`src/rtl/mbist_march_ctrl.sv`:
```
// March C- BIST controller for a single-port synchronous SRAM. It shares the
// SRAM port with a functional requester and reports the first read mismatch.
module mbist_march_ctrl #(
  parameter int               ADDR_W       = 6,
  parameter int               DATA_W       = 8,
  parameter logic [DATA_W-1:0] BG          = '0,
  parameter bit               STOP_ON_FAIL = 1'b1
) (
  input  logic              clk,
  input  logic              rst_n,
  input  logic              start_i,
  output logic              busy_o,
  output logic              done_o,
  output logic              pass_o,
  output logic [ADDR_W-1:0] fail_addr_o,
  output logic [DATA_W-1:0] fail_data_o,
  output logic [2:0]        fail_element_o,
  input  logic [ADDR_W-1:0] func_addr_i,
  input  logic [DATA_W-1:0] func_wdata_i,
  input  logic              func_rwbar_i,
  input  logic              func_cs_i,
  output logic [DATA_W-1:0] func_rdata_o,
  output logic [ADDR_W-1:0] mem_addr_o,
  output logic [DATA_W-1:0] mem_wdata_o,
  output logic              mem_rwbar_o,
  output logic              mem_cs_o,
  input  logic [DATA_W-1:0] mem_rdata_i
);

  typedef enum logic [2:0] {S_IDLE, S_WR, S_RD_ISS, S_RD_CMP, S_DONE} state_t;

  localparam logic [ADDR_W-1:0] ADDR_MAX = '1;

  state_t              state_q;
  logic [2:0]          elem_q;
  logic [ADDR_W-1:0]   addr_q;
  logic                fail_q;
  logic                done_q;
  logic                pass_q;
  logic [ADDR_W-1:0]   fail_addr_q;
  logic [DATA_W-1:0]   fail_data_q;
  logic [2:0]          fail_elem_q;

  logic                down;
  logic                last_addr;
  logic [ADDR_W-1:0]   addr_step;
  logic [2:0]          elem_next;
  logic [ADDR_W-1:0]   next_start;
  logic [DATA_W-1:0]   wr_word;
  logic [DATA_W-1:0]   exp_word;
  logic                mismatch;

  // Elements 3 and 4 walk downwards; element end is a compare, never a wrap.
  always_comb begin
    down       = (elem_q == 3'd3) || (elem_q == 3'd4);
    last_addr  = down ? (addr_q == '0) : (addr_q == ADDR_MAX);
    addr_step  = down ? (addr_q - 1'b1) : (addr_q + 1'b1);
    elem_next  = elem_q + 3'd1;
    next_start = ((elem_next == 3'd3) || (elem_next == 3'd4)) ? ADDR_MAX : '0;
    wr_word    = ((elem_q == 3'd1) || (elem_q == 3'd3)) ? ~BG : BG;
    exp_word   = ((elem_q == 3'd2) || (elem_q == 3'd4)) ? ~BG : BG;
    mismatch   = (mem_rdata_i != exp_word);
  end

  always_ff @(posedge clk or negedge rst_n) begin
    if (!rst_n) begin
      state_q     <= S_IDLE;
      elem_q      <= '0;
      addr_q      <= '0;
      fail_q      <= 1'b0;
      done_q      <= 1'b0;
      pass_q      <= 1'b0;
      fail_addr_q <= '0;
      fail_data_q <= '0;
      fail_elem_q <= '0;
    end else begin
      case (state_q)
        S_IDLE, S_DONE: begin
          if (start_i) begin
            state_q     <= S_WR;
            elem_q      <= '0;
            addr_q      <= '0;
            fail_q      <= 1'b0;
            done_q      <= 1'b0;
            pass_q      <= 1'b0;
            fail_addr_q <= '0;
            fail_data_q <= '0;
            fail_elem_q <= '0;
          end
        end
        S_WR: begin
          // A write is always the last operation of its address.
          if (last_addr) begin
            elem_q  <= elem_next;
            addr_q  <= next_start;
            state_q <= S_RD_ISS;
          end else begin
            addr_q  <= addr_step;
            state_q <= (elem_q == 3'd0) ? S_WR : S_RD_ISS;
          end
        end
        S_RD_ISS: state_q <= S_RD_CMP;
        S_RD_CMP: begin
          if (mismatch && !fail_q) begin
            fail_addr_q <= addr_q;
            fail_data_q <= mem_rdata_i;
            fail_elem_q <= elem_q;
          end
          fail_q <= fail_q | mismatch;
          if ((mismatch && STOP_ON_FAIL) || ((elem_q == 3'd5) && last_addr)) begin
            state_q <= S_DONE;
            done_q  <= 1'b1;
            pass_q  <= !(fail_q | mismatch);
          end else if (elem_q == 3'd5) begin
            addr_q  <= addr_step;
            state_q <= S_RD_ISS;
          end else begin
            state_q <= S_WR;
          end
        end
        default: state_q <= S_IDLE;
      endcase
    end
  end

  always_comb begin
    busy_o = (state_q == S_WR) || (state_q == S_RD_ISS) || (state_q == S_RD_CMP);
    if (busy_o) begin
      mem_addr_o   = addr_q;
      mem_wdata_o  = wr_word;
      mem_rwbar_o  = (state_q != S_WR);
      mem_cs_o     = 1'b1;
      func_rdata_o = '0;
    end else begin
      mem_addr_o   = func_addr_i;
      mem_wdata_o  = func_wdata_i;
      mem_rwbar_o  = func_rwbar_i;
      mem_cs_o     = func_cs_i;
      func_rdata_o = mem_rdata_i;
    end
  end

  assign done_o         = done_q;
  assign pass_o         = pass_q;
  assign fail_addr_o    = fail_addr_q;
  assign fail_data_o    = fail_data_q;
  assign fail_element_o = fail_elem_q;

endmodule

```
`config.mk`:
```
export PLATFORM = sky130hd
export DESIGN_NAME = mbist_march_ctrl
export DESIGN_NICKNAME = d
export VERILOG_FILES = /design/src/rtl/mbist_march_ctrl.sv
export SDC_FILE = /design/constraint.sdc
export NUM_CORES = 1
export LEC_CHECK = 0
export CORE_MARGIN = 2
export CORE_UTILIZATION = 42
export DETAILED_ROUTE_END_ITERATION = 10
export GPL_TIMING_DRIVEN = 0
export PLACE_DENSITY = 0.77
export RECOVER_POWER = 50
export SLEW_MARGIN = 15
export SYNTH_ARGS = -nofsm -noshare
export SYNTH_HDL_FRONTEND = slang
export SYNTH_SLANG_ARGS = --single-unit
```
`constraint.sdc`:
```
create_clock -name clk -period 2.6 [get_ports clk]
set_input_delay 0.39 -clock clk [delete_from_list [all_inputs] [get_ports clk]]
set_output_delay 0.39 -clock clk [all_outputs]
set_load 0.005 [all_outputs]
```
==> results.yml <==
sta:
  hold_viol: 0
  fin_skew_ns: 0.00459
  setup_ws_ns: 0.123
  min_period_ns: 2.48
  final.period_utilization: 0.953
  setup_violations: 0
  setup_tns_ns: 0
  fmax_mhz: 404
  drv_slew: 33
  slew_headroom: -0.115
  tightest_slew_ns: 1.67
global_routing:
  gr-total-overflow: 0
  grt_pass1_wl_um: 9000
  grt_pass1_vias: 1922
  antenna_found_initial: 0
  grt_usage: 0.204
  grt_max_degree: 33
die:
  fp.dieW_um: 75.7
  die_height_um: 75.7
  die_area_um2: 5730
  io_pins: 71
  rows: 26
  start_util: 0.428
  coreArea_um2: 5040
place:
  place_area_um2: 2940
  port_buffers: 70
  place_ws_ns: -0.0787
  gp_congestion: 0.780
  dpl.hpwl_um: 4200
clock_network:
  cts_buffer_depth: 2
  postCtsHoldBufs: 0
  root_buffer: "clkbuf_8"
  cts_buffers: 5
  cts_tree: "yes"
  cts_sinks: 32
  htree_levels: 2
  clk_latency_ns: 0.28
  clkTransAtPathRegs_ns: 0.07
yosys:
  synth.area.top_cells: "dfrtp_1, nand2_1, ha_1, o21ai_0, and2_1"
  synthDistinctLibCells: 54
  yosysWarningCount: 0
  synth.net_count: 297
  synth-main-ff-cell: "dfrtp_1"
  synth_seq_area_share: 0.371
  synth_commonest_cells: "nand2_1, dfrtp_1, o21ai_0"
  yosysMostFrequentCell: "nand2_1"
  yosys.area.top_type: "dfrtp_1"
  synth_cells: 259
  synth-edff-count: 0
  syn_avg_cell_area_um2: 8.34
  async_reset_ff_frac: 1.00
  ys_seq_elements: 32
  syn_area_um2: 2160
  yosysTopAreaCellShare: 0.371
routing:
  avgRoutedWirePerCell_um: 13.5
  firstDrtPassIters: 5
  ant_nets: 0
  viasPerCell: 5.12
  drt_iter0_drc: 132
  wl_um: 5510
  route.detailed.drc: 0
  via_count: 2093
outcome:
  violations: "capacitance limit, slew limit"
  status: "finished, violations left"
critical_path:
  cp.arrival_ns: 2.64
  critPathCaptureType: "flop"
  required_ns: 2.76
  critPathLaunchType: "flop"
  crit_type: "reg2reg"
  crit_fanout: 15
power:
  ir_drop_v: 0.000504
  power_density_nw_per_um2: 797
  leakagePower_nw: 1.44
cells_and_area:
  area_delta_synth_final_pct: 45.1
  antennaDiodeCount: 0
  final_util: 0.622
  drive_gt1_frac: 0.133
  final_nets: 376
  fillers: 444
  final_cell_area_um2: 3130
min_path:
  hp-class: "reg2reg"
run:
  cap_viol_max_count: 1
==> worst max-delay path, cell delays in order (launching register included) <==
cell	delay, ns
dfrtp_1	0.38
inv_1	0.08
ha_2	0.20
mux2_4	0.27
buf_6	0.17
ha_4	0.25
a21oi_2	0.12
nand2_1	0.10
or4_1	0.39
and3_1	0.19
a21oi_1	0.13
o2bb2ai_1	0.07
==> path summary, 6_finish.rpt <==
check | end | cells past startpoint | slack (ns) | start
min in group asynchronous | state_q[2]$_DFFE_PN0N_ | 1 | 0.54 | rst_n
setup reg to reg | addr_q[5]$_DFFE_PN0P_ | 11 | 0.12 | elem_q[1]$_DFFE_PN0P_
max in group asynchronous | elem_q[0]$_DFFE_PN0P_ | 1 | 0.98 | rst_n
hold reg to reg | done_o$_DFFE_PN0P_ | 1 | 0.50 | done_o$_DFFE_PN0P_
setup / recovery | addr_q[5]$_DFFE_PN0P_ | 11 | 0.12 | elem_q[1]$_DFFE_PN0P_
hold / removal | done_o$_DFFE_PN0P_ | 1 | 0.50 | done_o$_DFFE_PN0P_
==> stage by stage <==
step                      cells  hold slack, ns  total power, W
after floorplan             259          0.0944         0.00139
after global placement      399           0.479         0.00198
after detailed placement    399           0.479         0.00200
after CTS                   408           0.180         0.00254
after global routing        409           0.523         0.00268
final                       409           0.497         0.00250
==> kinds of logic after synthesis <==
kind of cell	after synthesis	share of synthesized area
buffers and inverters	19	0.0463
DFF	32	0.371
xor gates and xnor gates	3	0.0122
muxes	3	0.0168
AOI/OAI and AO/OA	55	0.188
adders and majority gates	11	0.0672
and+or+nand+nor	136	0.299
==> layer usage <==
metal	up-vias	track usage	wire (um)
li1	1051	-	-
met1	987	0.289	2520
met2	47	0.322	2670
met3	8	0.0357	230
met4	0	0.0604	94
met5	-	0	0
==> flip-flops by register name (all words and copies together) (netlist names) <==
name	cells
fail_data_o	8
addr_q	6
fail_addr_o	6
elem_q	3
fail_element_o	3
state_q	3
done_o	1
fail_q	1
pass_o	1
==> repair_timing <==
item                                   4_1_cts  5_1_grt
setup buffers                                2        1
gates cloned                                 0        0
endpoints found under the hold margin        0        0
resized for setup                            6        5
setup endpoints to repair                   21        1
==> placed cells by master, fill, tap and decap left out, drive strengths merged, types with 4 or more instances in the layout <==
cell type and instances:
a21oi 4, ha 10, nand3 8, dfrtp 32, inv 7, nor3 4
and2 11, o211ai 4, clkdlybuf4s50 49, clkbuf 13, buf 8, nor2 13
o21ai 24, nand2 78, nand4 4, dlygate4sd3 20, o21a 4
==> where the power goes <==
group          switching [W]  internal (W)  leakage, nW
combinational       0.000501      0.000664        0.946
sequential          0.000165      0.000650        0.430
clock               0.000180      0.000338       0.0645
total               0.000846       0.00165         1.44
==> layout make-up <==
| cell class | count | area [um^2] | share of cell area |
|---|---|---|---|
| clock buffer | 7 | 96.3 | 0.0307 |
| multi-input combinational | 208 | 1300 | 0.414 |
| timing repair buffer | 73 | 717 | 0.229 |
| tap | 70 | 87.6 | 0.0279 |
| buffer | 10 | 71.3 | 0.0228 |
| sequential | 32 | 802 | 0.256 |
| clock inverter | 1 | 30.0 | 0.00958 |
| inverter | 8 | 31.3 | 0.00998 |
(Power assumes the default switching activity.)
